===== src/rtl/writeback_sequencer_pkg.sv =====
// Shared widths and entry format for the write-back sequencer and its queue.
package writeback_sequencer_pkg;

    localparam int REG_ADDR_W = 4;
    localparam int DATA_W     = 16;

    typedef enum logic {
        SRC_ALU = 1'b0,
        SRC_MEM = 1'b1
    } src_e;

    typedef struct packed {
        logic [REG_ADDR_W-1:0] addr;
        logic [DATA_W-1:0]     data;
        src_e                  src;
    } wb_entry_t;

endpackage


===== src/rtl/wb_fifo.sv =====
// DEPTH-entry FIFO of pending register-file writes; head is read combinationally.
module wb_fifo
    import writeback_sequencer_pkg::*;
#(
    parameter int DEPTH = 4
) (
    input  logic                        clk,
    input  logic                        rst,
    input  logic                        push,
    input  logic                        pop,
    input  logic [REG_ADDR_W-1:0]       in_addr,
    input  logic [DATA_W-1:0]           in_data,
    input  logic                        in_src,
    output logic [REG_ADDR_W-1:0]       head_addr,
    output logic [DATA_W-1:0]           head_data,
    output logic                        head_src,
    output logic                        full,
    output logic                        empty,
    output logic [$clog2(DEPTH):0]      count
);

    localparam int PTR_W = $clog2(DEPTH);
    localparam int CNT_W = PTR_W + 1;

    wb_entry_t        entries [DEPTH];
    wb_entry_t        in_entry;
    logic [PTR_W-1:0] wr_ptr;
    logic [PTR_W-1:0] rd_ptr;

    assign in_entry  = '{addr: in_addr, data: in_data, src: src_e'(in_src)};
    assign head_addr = entries[rd_ptr].addr;
    assign head_data = entries[rd_ptr].data;
    assign head_src  = entries[rd_ptr].src;
    assign empty     = (count == '0);
    assign full      = (count == CNT_W'(DEPTH));

    // Storage needs no reset: only slots between the pointers are ever read.
    always_ff @(posedge clk) begin
        if (push) begin
            entries[wr_ptr] <= in_entry;
        end
    end

    // Pointers wrap naturally because DEPTH is a power of two.
    always_ff @(posedge clk) begin
        if (rst) begin
            wr_ptr <= '0;
            rd_ptr <= '0;
            count  <= '0;
        end else begin
            if (push) begin
                wr_ptr <= wr_ptr + PTR_W'(1);
            end
            if (pop) begin
                rd_ptr <= rd_ptr + PTR_W'(1);
            end
            case ({push, pop})
                2'b10:   count <= count + CNT_W'(1);
                2'b01:   count <= count - CNT_W'(1);
                default: count <= count;
            endcase
        end
    end

endmodule


===== src/rtl/writeback_sequencer.sv =====
// Arbitrates ALU and load results into a write-back queue, drains it to the
// register file one entry per cycle, and tracks outstanding destinations.
module writeback_sequencer
    import writeback_sequencer_pkg::*;
#(
    parameter int DEPTH = 4
) (
    input  logic                  clk,
    input  logic                  rst,
    input  logic                  alu_valid,
    input  logic [REG_ADDR_W-1:0] alu_addr,
    input  logic [DATA_W-1:0]     alu_data,
    output logic                  alu_ready,
    input  logic                  mem_valid,
    input  logic [REG_ADDR_W-1:0] mem_addr,
    input  logic [DATA_W-1:0]     mem_data,
    output logic                  mem_ready,
    input  logic                  iss_valid,
    input  logic [REG_ADDR_W-1:0] iss_addr,
    input  logic [REG_ADDR_W-1:0] q1_addr,
    input  logic [REG_ADDR_W-1:0] q2_addr,
    output logic                  q1_busy,
    output logic                  q2_busy,
    input  logic                  wb_stall,
    output logic                  wb_we,
    output logic [REG_ADDR_W-1:0] wb_addr,
    output logic [DATA_W-1:0]     wb_data,
    output logic                  wb_memtoreg,
    output logic [15:0]           pending
);

    logic                  push;
    logic                  pop;
    logic                  room;
    logic                  full;
    logic                  empty;
    logic [$clog2(DEPTH):0] count_unused;
    logic [REG_ADDR_W-1:0] in_addr;
    logic [DATA_W-1:0]     in_data;
    src_e                  in_src;
    logic [REG_ADDR_W-1:0] head_addr;
    logic [DATA_W-1:0]     head_data;
    logic                  head_src;
    logic [15:0]           pending_next;

    assign pop  = !empty && !wb_stall;
    // A full queue can still take an offer when its head leaves this cycle.
    assign room = !full || pop;

    assign mem_ready = !rst && mem_valid && room;
    assign alu_ready = !rst && alu_valid && !mem_valid && room;

    // Register 0 offers are acknowledged but dropped here.
    assign push    = (mem_ready && (mem_addr != '0)) || (alu_ready && (alu_addr != '0));
    assign in_addr = mem_ready ? mem_addr : alu_addr;
    assign in_data = mem_ready ? mem_data : alu_data;
    assign in_src  = mem_ready ? SRC_MEM : SRC_ALU;

    wb_fifo #(
        .DEPTH(DEPTH)
    ) u_fifo (
        .clk       (clk),
        .rst       (rst),
        .push      (push),
        .pop       (pop),
        .in_addr   (in_addr),
        .in_data   (in_data),
        .in_src    (in_src),
        .head_addr (head_addr),
        .head_data (head_data),
        .head_src  (head_src),
        .full      (full),
        .empty     (empty),
        .count     (count_unused)
    );

    // A new reservation overrides the retirement of the same register.
    always_comb begin
        pending_next = pending;
        if (wb_we) begin
            pending_next[wb_addr] = 1'b0;
        end
        if (iss_valid) begin
            pending_next[iss_addr] = 1'b1;
        end
        pending_next[0] = 1'b0;
    end

    assign q1_busy = pending[q1_addr];
    assign q2_busy = pending[q2_addr];

    always_ff @(posedge clk) begin
        if (rst) begin
            wb_we       <= 1'b0;
            wb_addr     <= '0;
            wb_data     <= '0;
            wb_memtoreg <= 1'b0;
            pending     <= '0;
        end else begin
            wb_we <= pop;
            if (pop) begin
                wb_addr     <= head_addr;
                wb_data     <= head_data;
                wb_memtoreg <= (head_src == SRC_MEM);
            end
            pending <= pending_next;
        end
    end

endmodule


===== config.mk =====
export PLATFORM = sky130hd
export DESIGN_NAME = writeback_sequencer
export DESIGN_NICKNAME = d
export VERILOG_FILES = /design/src/rtl/writeback_sequencer_pkg.sv /design/src/rtl/wb_fifo.sv /design/src/rtl/writeback_sequencer.sv
export SDC_FILE = /design/constraint.sdc
export NUM_CORES = 1
export LEC_CHECK = 0
export ABC_AREA = 1
export BUFFER_PORTS_ARGS = -buffer_cell sky130_fd_sc_hd__buf_2
export CAP_MARGIN = 20
export CORE_ASPECT_RATIO = 0.9
export CORE_MARGIN = 2
export CORE_UTILIZATION = 45
export DETAILED_ROUTE_END_ITERATION = 10
export PLACE_DENSITY = 0.73
export SYNTH_ARGS = -nofsm -noshare
export SYNTH_HDL_FRONTEND = slang
export SYNTH_HIERARCHICAL = 1
export SYNTH_SLANG_ARGS = --single-unit

===== constraint.sdc =====
create_clock -name clk -period 3.39 [get_ports clk]
set_input_delay 0.678 -clock clk [delete_from_list [all_inputs] [get_ports clk]]
set_output_delay 0.678 -clock clk [all_outputs]
set_load 0.005 [all_outputs]

==> results of run 1 <==
[worst max-delay path by stage]
stage	startpoint	end	slack, ns
finish	u_fifo/count[2]	u_fifo/count[2]	0.54
global route	u_fifo/count[2]	u_fifo/count[2]	0.30
CTS	u_fifo/count[2]	u_fifo/count[2]	0.58
detailed placement	wb_stall	u_fifo/count[1]	0.31
global placement	wb_stall	u_fifo/count[1]	0.48
floorplan	rst	u_fifo/count[1]	0.93
[placed cells by master, fill, tap and decap left out, drive strengths merged, types with 4 or more instances in the layout]
cell and n:
a211oi 4, a21oi 38, buf 108, clkbuf 20, clkinv 6, clkinvlp 4, dfxtp 46, edfxtp 84
ha 5, inv 55, nand2 146, nand3 44, nor2 62, nor3 4, o21ai 66, o22ai 21
[sequential cells by signal, summed over array words and instances (netlist names), named ones only]
signal          count
pending            15
u_fifo/count        3
u_fifo/entries     84
u_fifo/rd_ptr       2
u_fifo/wr_ptr       2
wb_addr             4
wb_data            16
wb_memtoreg         1
wb_we               1
[metal layers]
layer  vias up  track usage, %  wire [um]
li1       2251               -          -
met1      2195            27.1       5980
met2       194            32.3       6410
met3        23            7.20       1140
met4         0            7.80        252
met5         -               0          0
[cell families (layout without fill, tap and decap cells)]
group	Yosys count	count (layout)	synth area share [%]
compound gates	129	129	12.2
fa+ha+maj	6	6	1.44
buf+inv	81	194	7.32
flops	130	130	59.9
other cells	1	1	0.0653
simple gates	258	258	19.0
[cell type report]
| class | instances | area [sq um] |
|---|---|---|
| clock inverter | 12 | 106 |
| fill | 1099 | 5710 |
| timing repair buffer | 108 | 566 |
| tap | 164 | 205 |
| multi-input combinational | 394 | 1880 |
| inverter | 54 | 210 |
| clock buffer | 20 | 468 |
| sequential | 130 | 3440 |
[power by group]
group	leakage [nW]	internal (mW)	switching (mW)	total (mW)
Sequential	1.14	1.91	0.133	2.04
Clock	0.273	1.07	0.660	1.73
Combinational	1.47	0.354	0.694	1.05
Total	2.89	3.33	1.49	4.81
[worst max-delay path: cells and delay by family, from the launching register on]
family	cells	cell delay, ns
AND/OR/NAND/NOR	7	0.98
adder cells (fa/ha/maj)	2	0.56
buffers and inverters	5	0.51
AO/OA/AOI/OAI	2	0.38
flip-flops	1	0.32
==> flow_summary.json, run 1 <==
{
  "syn_nets": 669,
  "synth.distinct_cells": 30,
  "syn_area_per_cell_sq_um": 9.49,
  "syn_area_sq_um": 5740,
  "first_pass_iters": 5,
  "ios": 100,
  "r2r_setup_slack_ns": 0.54,
  "grt_overflow": 0,
  "h-tree-depth": 4,
  "slowest_delay_ns": 0.37,
  "worstPathArrival_ns": 3.17,
  "async_flop_share_pct": 0,
  "crit_path_start_kind": "register",
  "ant_nets": 0,
  "antennaDiodeCount": 0,
  "core_sq_um": 12600,
  "cts_sinks": 130,
  "holdBufCountCts": 0,
  "synth_most_common_cell": "nand2_1",
  "area_growth_pct": 19.8,
  "p_leak_nw": 2.89,
  "drive_gt1_share_pct": 21.7,
  "grt_max_degree": 43,
  "final_max_slew_viol_count": 0,
  "setup_slack_ns": 0.537,
  "fin_crit_sh_pct": 84.2,
  "die_x_um": 123,
  "vias_per_cell": 5.29,
  "cp_max_fo": 19,
  "fmaxAchievable_ghz": 0.350,
  "crit_path_end_kind": "register",
  "min_path_cells": 1,
  "cts_tree": "built",
  "path_cells": "nor3_1 -> inv_2 -> nand2_4 -> a21oi_2 -> nand2_4 -> o21ai_0 -> inv_1 -> ha_1 -> inv_1 -> fa_1 -> inv_1 -> nand2_1 -> nand3_1 -> nand2_1 -> inv_1 -> nor2_1",
  "clk_latency_ns": 0.42,
  "cts_resized": 0,
  "worst_path_max_delay_cell": "fa_1",
  "cts_setup_buffers": 0,
  "port_buffers": 98,
  "first_iter_violations": 318,
  "rsz0062_at_grt": "false",
  "antenna_found_initial": 0,
  "routabilityCongestion": 0.895,
  "fin_crit_ns": 2.85,
  "fin_cells": 882,
  "whs_ns": 0.444,
  "hpwl_mm": 9.12,
  "yosysTopAreaCellShare_pct": 43.9,
  "maxSlewHeadroom_pct": 41.0,
  "clk_path_buf_depth": 2,
  "skew_ns": 0.00540,
  "post-place-ws_ns": 0.312,
  "grt_pass1_vias": 4496,
  "synth_edf_count": 84,
  "syn_inst": 605,
  "status": "finished clean",
  "powerDensity_nw_per_um2": 700,
  "ir_drop_mv": 0.317,
  "seq_area_frac_synth_pct": 59.9,
  "hold_violations": 0,
  "vias": 4663,
  "postLayoutCoreUtil_pct": 54.6,
  "fp-row-count": 39,
  "start_util_pct": 45.6,
  "grt_usage_pct": 20.9,
  "crit_type": "reg2reg",
  "finalNetCount": 769,
  "die_area_sq_um": 13700,
  "cts_root_buf": "clkbuf_16",
  "drc_errors": 0,
  "die_h_um": 111,
  "synth_largest_area_cell": "edfxtp_1",
  "crit_path_frequent_cell": "inv_1",
  "rr_worst_depth": 16,
  "power_mw": 4.81,
  "required_ns": 3.71,
  "timing.rr.start": "u_fifo/count[2]",
  "place_area_sq_um": 6300,
  "yosys_warnings": 6,
  "placedCellCount": 850,
  "cap_viol_max_count": 0,
  "yosys-top-cells-area": "edfxtp_1 44%, dfxtp_1 16%, nand2_1 9.4%, o21ai_0 4.0%, nand3_1 3.8%",
  "yosys-top-cells-count": "144 x nand2_1, 84 x edfxtp_1, 56 x nor2_1, 50 x inv_1",
  "grt_pass1_wl_mm": 21.8,
  "path_clk_slew_ns": 0.05,
  "r2r-end": "u_fifo/count[2]",
  "hold_path_class": "reg2reg",
  "setup_viol": 0,
  "cts-buffers-inserted": 17,
  "wirelength_mm": 13.8,
  "max_slew.worst_pin.slew_ns": 0.884,
  "fin_area_sq_um": 6880,
  "fin_tns_setup_ns": 0,
  "wl_per_cell_um": 15.6,
  "ys_ff_latch": 130,
  "worstHoldStart": "u_fifo/rd_ptr[1]",
  "synth_ff_type": "edfxtp_1"
}
(Power assumes the default switching activity.)
==> inputs of run 2 (changes only) <==
==> constraint.sdc (replaced) <==
create_clock -name clk -period 2.7 [get_ports clk]
set_input_delay 0.54 -clock clk [delete_from_list [all_inputs] [get_ports clk]]
set_output_delay 0.54 -clock clk [all_outputs]
set_load 0.005 [all_outputs]
==> run 2 against run 1 <==
Net effect: cell area increased by 0.64%; sequential share of layout area shrank 0.32 points; via count shrank 0.13%; count of clock-buffer cells in the layout increased by 3; maximum frequency up 17%; die area stayed put; register-to-register slack worse by 0.28 ns; non-clock buffer count is 7 higher; clock power rose by 15%; core utilization rose by 0.35 points; largest cell class unchanged.
==> flow_summary.json, run 2 (same netlist as run 1, synthesis figures left out) <==
{
  "drive_gt1_share_pct": 22.1,
  "final_cell_mix": "144 x nand2_1, 98 x buf_2, 84 x edfxtp_1",
  "fin_tns_setup_ns": 0,
  "grt_pass1_vias": 4572,
  "die_h_um": 111,
  "grt_max_degree": 43,
  "p_seq_share_pct": 42.9,
  "status": "finished clean",
  "hpwl_mm": 9.37,
  "r2r-end": "u_fifo/count[2]",
  "fp-row-count": 39,
  "swShare_pct": 30.8,
  "core_sq_um": 12600,
  "multi_input_area_sq_um": 1910,
  "largest_reg_flops": 84,
  "path_clk_slew_ns": 0.05,
  "combPwrFrac_pct": 23.5,
  "area_growth_pct": 20.5,
  "cts_root_buf": "clkbuf_16",
  "first_iter_violations": 366,
  "wl_per_cell_um": 15.5,
  "rsz0062_at_grt": "false",
  "nFillCells": 1109,
  "skew_ns": 0.00965,
  "r2r_setup_slack_ns": 0.26,
  "timing.rr.start": "u_fifo/count[2]",
  "cts_sinks": 130,
  "largest_register": "u_fifo/entries",
  "rr_worst_depth": 18,
  "h-tree-depth": 4,
  "first_pass_iters": 5,
  "final_common_cell": "nand2_1",
  "postLayoutCoreUtil_pct": 55.0,
  "finalNetCount": 776,
  "min_to": "wb_we",
  "vias_per_cell": 5.24,
  "maxSlewHeadroom_pct": 63.4,
  "clk_path_buf_depth": 2,
  "wirelength_mm": 13.8,
  "holdBufCountCts": 0,
  "worst_path_max_delay_cell": "fa_1",
  "regArea_sq_um": 3440,
  "hold_path_class": "in2reg",
  "grt_usage_pct": 21.1,
  "crit_path_start_kind": "register",
  "drc_errors": 0,
  "fin_crit_sh_pct": 90.5,
  "grt_overflow": 0,
  "p_clk_share_pct": 33.6,
  "final_max_slew_viol_count": 0,
  "ios": 100,
  "path_cells": "nor3_4 -> inv_2 -> nand2_8 -> nor2_4 -> nor2_4 -> nor2_1 -> nand2_1 -> o21ai_0 -> inv_1 -> ha_1 -> inv_1 -> fa_1 -> inv_1 -> nand2_1 -> nand3_1 -> nand2_1 -> inv_1 -> nor2_1",
  "hold_violations": 0,
  "die_x_um": 123,
  "power_mw": 5.92,
  "slowest_delay_ns": 0.38,
  "fin_crit_ns": 2.44,
  "cts_tree": "built",
  "crit_path_frequent_cell": "inv_1",
  "crit_type": "reg2reg",
  "cts-buffers-inserted": 17,
  "die_area_sq_um": 13700,
  "whs_ns": 0.385,
  "powerDensity_nw_per_um2": 855,
  "p_leak_nw": 2.92,
  "antenna_found_initial": 0,
  "setup_viol": 0,
  "fmaxAchievable_ghz": 0.409,
  "grt_pass1_wl_mm": 22.0,
  "clk_latency_ns": 0.41,
  "worstPathArrival_ns": 2.75,
  "vias": 4657,
  "ir_drop_mv": 0.620,
  "crit_path_end_kind": "register",
  "start_util_pct": 45.6,
  "cell_internal_pwr_mw": 4.09,
  "worstHoldStart": "rst",
  "cap_viol_max_count": 0,
  "ant_nets": 0,
  "max_slew.worst_pin.slew_ns": 0.544,
  "routabilityCongestion": 0.867,
  "cp_max_fo": 16,
  "min_path_cells": 2,
  "antennaDiodeCount": 0,
  "switching_power_mw": 1.82,
  "required_ns": 3.01,
  "reg.largest.list": "u_fifo/entries (84), wb_data (16), pending (15)",
  "port_buffers": 98
}
-- run 2: what timing repair did --
action | in CTS | in global routing
setup endpoints to repair | 0 | 1
setup buffers | 0 | 1
resized for setup | 0 | 4
-- run 2: power by group through the flow --
stage	Sequential, mW	Combinational [mW]	Clock (mW)
floorplan	2.54	0.981	0
global placement	2.56	1.30	0
detailed placement	2.56	1.36	0
CTS	2.53	1.37	2.02
global route	2.56	1.57	2.11
finish	2.54	1.39	1.99
-- run 2: how the worst max path moves through the flow --
stage / start / end / slack [ns]
global placement: u_fifo/count[2] / u_fifo/count[2] / 0.21
global route: u_fifo/count[0] / u_fifo/count[2] / 0.01
detailed placement: u_fifo/count[2] / u_fifo/count[2] / 0.12
CTS: u_fifo/count[2] / u_fifo/count[2] / 0.10
floorplan: u_fifo/count[2] / u_fifo/count[2] / 0.31
finish: u_fifo/count[2] / u_fifo/count[2] / 0.26
-- run 2: area by class of cell --
| type | instances | area share (%) |
|---|---|---|
| clock buffers | 23 | 6.90 |
| inverters | 54 | 3.04 |
| multi-input cells | 394 | 27.5 |
| flip-flops and latches | 130 | 49.7 |
| clock inverters | 8 | 0.542 |
| well taps | 164 | 2.96 |
| repair buffers | 115 | 9.29 |
-- run 2: stage by stage --
step | instance area, sq um | std cells | setup slack, ns
4_1_cts | 6890 | 887 | 0.102
5_1_grt | 6920 | 888 | 0.0123
6_report | 6920 | 888 | 0.257
3_5_place_dp | 6370 | 856 | 0.120
3_3_place_gp | 6370 | 856 | 0.211
2_1_floorplan | 5740 | 605 | 0.315
-- run 2: critical path, delay by kind of cell, from the launching register on --
| kind | cells | cell delay (ns) |
|---|---|---|
| compound gates | 1 | 0.10 |
| buf+inv | 5 | 0.44 |
| flops | 1 | 0.34 |
| simple gates | 10 | 0.89 |
| fa+ha+maj | 2 | 0.56 |
-- run 2: metal layers --
layer  routed length (um)  part of all wire (%)  track usage (%)  up-vias
li1                     -                     -                -     2263
met1                 6070                    44             28.2     2216
met2                 6590                    48             32.9      164
met3                  937                   6.8             5.25       14
met4                  164                   1.2             8.18        0
met5                    0                     0                0        -
==> inputs of run 3 (changes only) <==
--- a/config.mk
+++ b/config.mk
@@ -5,14 +5,14 @@
 export SDC_FILE = /design/constraint.sdc
 export NUM_CORES = 1
 export LEC_CHECK = 0
-export ABC_AREA = 1
 export BUFFER_PORTS_ARGS = -buffer_cell sky130_fd_sc_hd__buf_2
 export CAP_MARGIN = 20
 export CORE_ASPECT_RATIO = 0.9
 export CORE_MARGIN = 2
 export CORE_UTILIZATION = 45
 export DETAILED_ROUTE_END_ITERATION = 10
-export PLACE_DENSITY = 0.73
+export PLACE_DENSITY = 0.74
+export SETUP_SLACK_MARGIN = 0.1
 export SYNTH_ARGS = -nofsm -noshare
 export SYNTH_HDL_FRONTEND = slang
 export SYNTH_HIERARCHICAL = 1
==> constraint.sdc (replaced) <==
create_clock -name clk -period 2.7 [get_ports clk]
set_input_delay 0 -clock clk [delete_from_list [all_inputs] [get_ports clk]]
set_output_delay 0 -clock clk [all_outputs]
set_load 0.005 [all_outputs]
==> run 3 against run 2 <==
Net effect: hold slack lost 0.29 ns; sequential power shrank 3%; cell area grew 4.8%; global-route usage is 1.0 points lower; setup slack better by 0.049 ns; largest power group is now the clock network; sequential share of layout area fell by 2.3 points.
==> flow_summary.json, run 3 <==
{
  "p_leak_nw": 2.74,
  "start_util_pct": 45.7,
  "worstPathArrival_ns": 2.73,
  "cp_max_fo": 2,
  "crit_type": "in2reg",
  "final_common_cell": "buf_2",
  "async_flop_share_pct": 0,
  "maxSlewHeadroom_pct": 65.5,
  "cts_tree": "built",
  "clk_path_buf_depth": 2,
  "yosys_warnings": 6,
  "grt_overflow": 0,
  "crit_path_frequent_cell": "inv_1",
  "slowest_delay_ns": 0.53,
  "yosysTopAreaCellShare_pct": 46.3,
  "drive_gt1_share_pct": 34.2,
  "cts-buffers-inserted": 17,
  "reg.largest.list": "u_fifo/entries (84), wb_data (16), pending (15)",
  "cp_num_cells": 12,
  "ys_ff_latch": 130,
  "max_slew.worst_pin.slew_ns": 0.517,
  "cts_root_buf": "clkbuf_16",
  "timing.rr.start": "u_fifo/count[0]",
  "largest_register": "u_fifo/entries",
  "wirelength_mm": 12.4,
  "r2r-end": "u_fifo/count[2]",
  "grt_use_met2_pct": 35.2,
  "fmaxAchievable_ghz": 0.418,
  "syn_area_sq_um": 5450,
  "seq_area_frac_synth_pct": 63.2,
  "final_cell_mix": "98 x buf_2, 84 x edfxtp_1, 57 x nand2_1",
  "finalNetCount": 613,
  "ios": 100,
  "path_clk_slew_ns": 0.06,
  "path_cells": "dlygate4sd3_1 -> buf_2 -> o41ai_1 -> o21ai_0 -> and2_1 -> inv_1 -> ha_1 -> inv_1 -> fa_1 -> xor2_1 -> or3_1 -> a21oi_1",
  "crit_family": "buffers and inverters",
  "post-place-ws_ns": 0.324,
  "crit_path_start_kind": "primary input",
  "largest_reg_flops": 84,
  "skew_ns": 0.0150,
  "h-tree-depth": 4,
  "fp-row-count": 38,
  "crit_path_end": "u_fifo/count[2]",
  "syn_inst": 392,
  "port_buffers": 98,
  "grt_util_met3_pct": 6.33,
  "syn_area_per_cell_sq_um": 13.9,
  "worstHoldStart": "iss_valid",
  "fin_crit_sh_pct": 88.6,
  "fin_area_sq_um": 7260,
  "hold_violations": 0,
  "fin_tns_setup_ns": 0,
  "synth.distinct_cells": 40,
  "yosys-top-cells-count": "84 x edfxtp_1, 57 x nand2_1, 46 x dfxtp_1, 39 x a21oi_1, 24 x mux4_2",
  "placedCellCount": 645,
  "antenna_found_initial": 0,
  "powerDensity_nw_per_um2": 865,
  "setup_slack_ns": 0.306,
  "grt_max_degree": 47,
  "crit_path_end_kind": "register",
  "vias_per_cell": 5.26,
  "grt_pass1_vias": 3871,
  "crit_start": "alu_addr[2]",
  "rsz0062_at_grt": "false",
  "status": "finished clean",
  "antennaDiodeCount": 0,
  "grt_usage_pct": 20.0,
  "drc_errors": 0,
  "die_h_um": 108,
  "synth_edf_count": 84,
  "rr_worst_depth": 10,
  "area_growth_pct": 33.1,
  "required_ns": 3.04,
  "cts_sinks": 130,
  "busiest_layer": "met2",
  "core_sq_um": 11900,
  "place_area_sq_um": 6150,
  "fin_cells": 722,
  "wl_per_cell_um": 17.2,
  "worst_path_max_delay_cell": "dlygate4sd3_1",
  "die_x_um": 120,
  "r2r_setup_slack_ns": 0.31,
  "routabilityCongestion": 0.837,
  "cts_setup_buffers": 0,
  "synth_ff_type": "edfxtp_1",
  "die_area_sq_um": 13000,
  "hold_path_class": "in2reg",
  "first_iter_violations": 256,
  "setup_viol": 0,
  "clk_latency_ns": 0.41,
  "met1_usage_pct": 23.6,
  "first_pass_iters": 5,
  "syn_nets": 456,
  "crit_buf_inv": 4,
  "vias": 3797,
  "final_max_slew_viol_count": 0,
  "ant_nets": 0,
  "hpwl_mm": 7.43,
  "cap_viol_max_count": 0,
  "synth_most_common_cell": "edfxtp_1",
  "ir_drop_mv": 0.540,
  "synth_largest_area_cell": "edfxtp_1",
  "grt_pass1_wl_mm": 19.7,
  "yosys-top-cells-area": "edfxtp_1 46%, dfxtp_1 17%, mux4_2 9.9%, mux2_2 4.5%, nand2_1 3.9%",
  "fin_crit_ns": 2.39
}
[run 3: cell types whose count changed in the layout (fill, tap and decap cells not counted), sizes merged, moves of 8 or more]
cell / previous run / this run
nand2: 146 / 57
nor2: 62 / 10
o21ai: 66 / 17
dlygate4sd3: 0 / 45
inv: 54 / 15
nand3: 44 / 5
mux4: 0 / 25
mux2: 0 / 22
o22ai: 21 / 2
nand2b: 0 / 8
[run 3: power breakdown]
group / internal, mW / switching, mW / total, mW
combinational: 0.606 / 0.668 / 1.27
sequential: 2.35 / 0.127 / 2.47
clock: 1.66 / 0.874 / 2.53
[run 3: repair_timing]
item                                    CTS  global route
endpoints found under the setup margin    0             0
gates resized for setup                   0             0
hold buffers                             45             0
hold endpoints to repair                 94             0
[run 3: cells by family after synthesis]
| logic type | after synthesis | share of synthesized area [%] |
|---|---|---|
| buffers and inverters | 29 | 2.89 |
| muxes | 52 | 15.9 |
| AOI/OAI and AO/OA | 67 | 6.84 |
| other | 1 | 0.0688 |
| adders and majority gates | 6 | 1.52 |
| and+or+nand+nor | 102 | 8.84 |
| DFF | 130 | 63.2 |
| xor gates and xnor gates | 5 | 0.804 |
[run 3: area by class of cell]
type	count	area [sq um]
sequential	130	3440
multi-input combinational	233	1850
timing repair buffer	157	1070
clock inverter	14	225
fill	882	4680
clock buffer	18	429
tap	160	200
inverter	10	37.5
[run 3: metrics by stage]
stage          total power, mW  hold WS, ns  utilization [%]
3_3_place_gp              3.66        0.305             51.5
5_1_grt                   6.54       0.0845             60.8
3_5_place_dp              3.71        0.314             51.5
2_1_floorplan             3.35        0.104                -
6_report                  6.28       0.0947             60.8
4_1_cts                   6.30       0.0688             60.8
[run 3: worst min-delay path by stage]
stage,slack [ns],to,cells after the start
6_report,0.09,pending[3],4
5_1_grt,0.08,pending[3],4
4_1_cts,0.07,pending[3],4
3_5_place_dp,0.31,pending[13],3
3_3_place_gp,0.30,pending[15],3
2_1_floorplan,0.10,q1_busy,2
[run 3: tightest hold or removal path, stage by stage]
cell	delay, ns
buf_2	0.11
and3_1	0.21
nand2_1	0.08
a21oi_1	0.05
[run 3: routing by layer]
metal  wire (um)  vias to the layer above
li1            -                     1773
met1        5070                     1835
met2        6320                      168
met3         848                       21
met4         209                        0
met5           0                        -
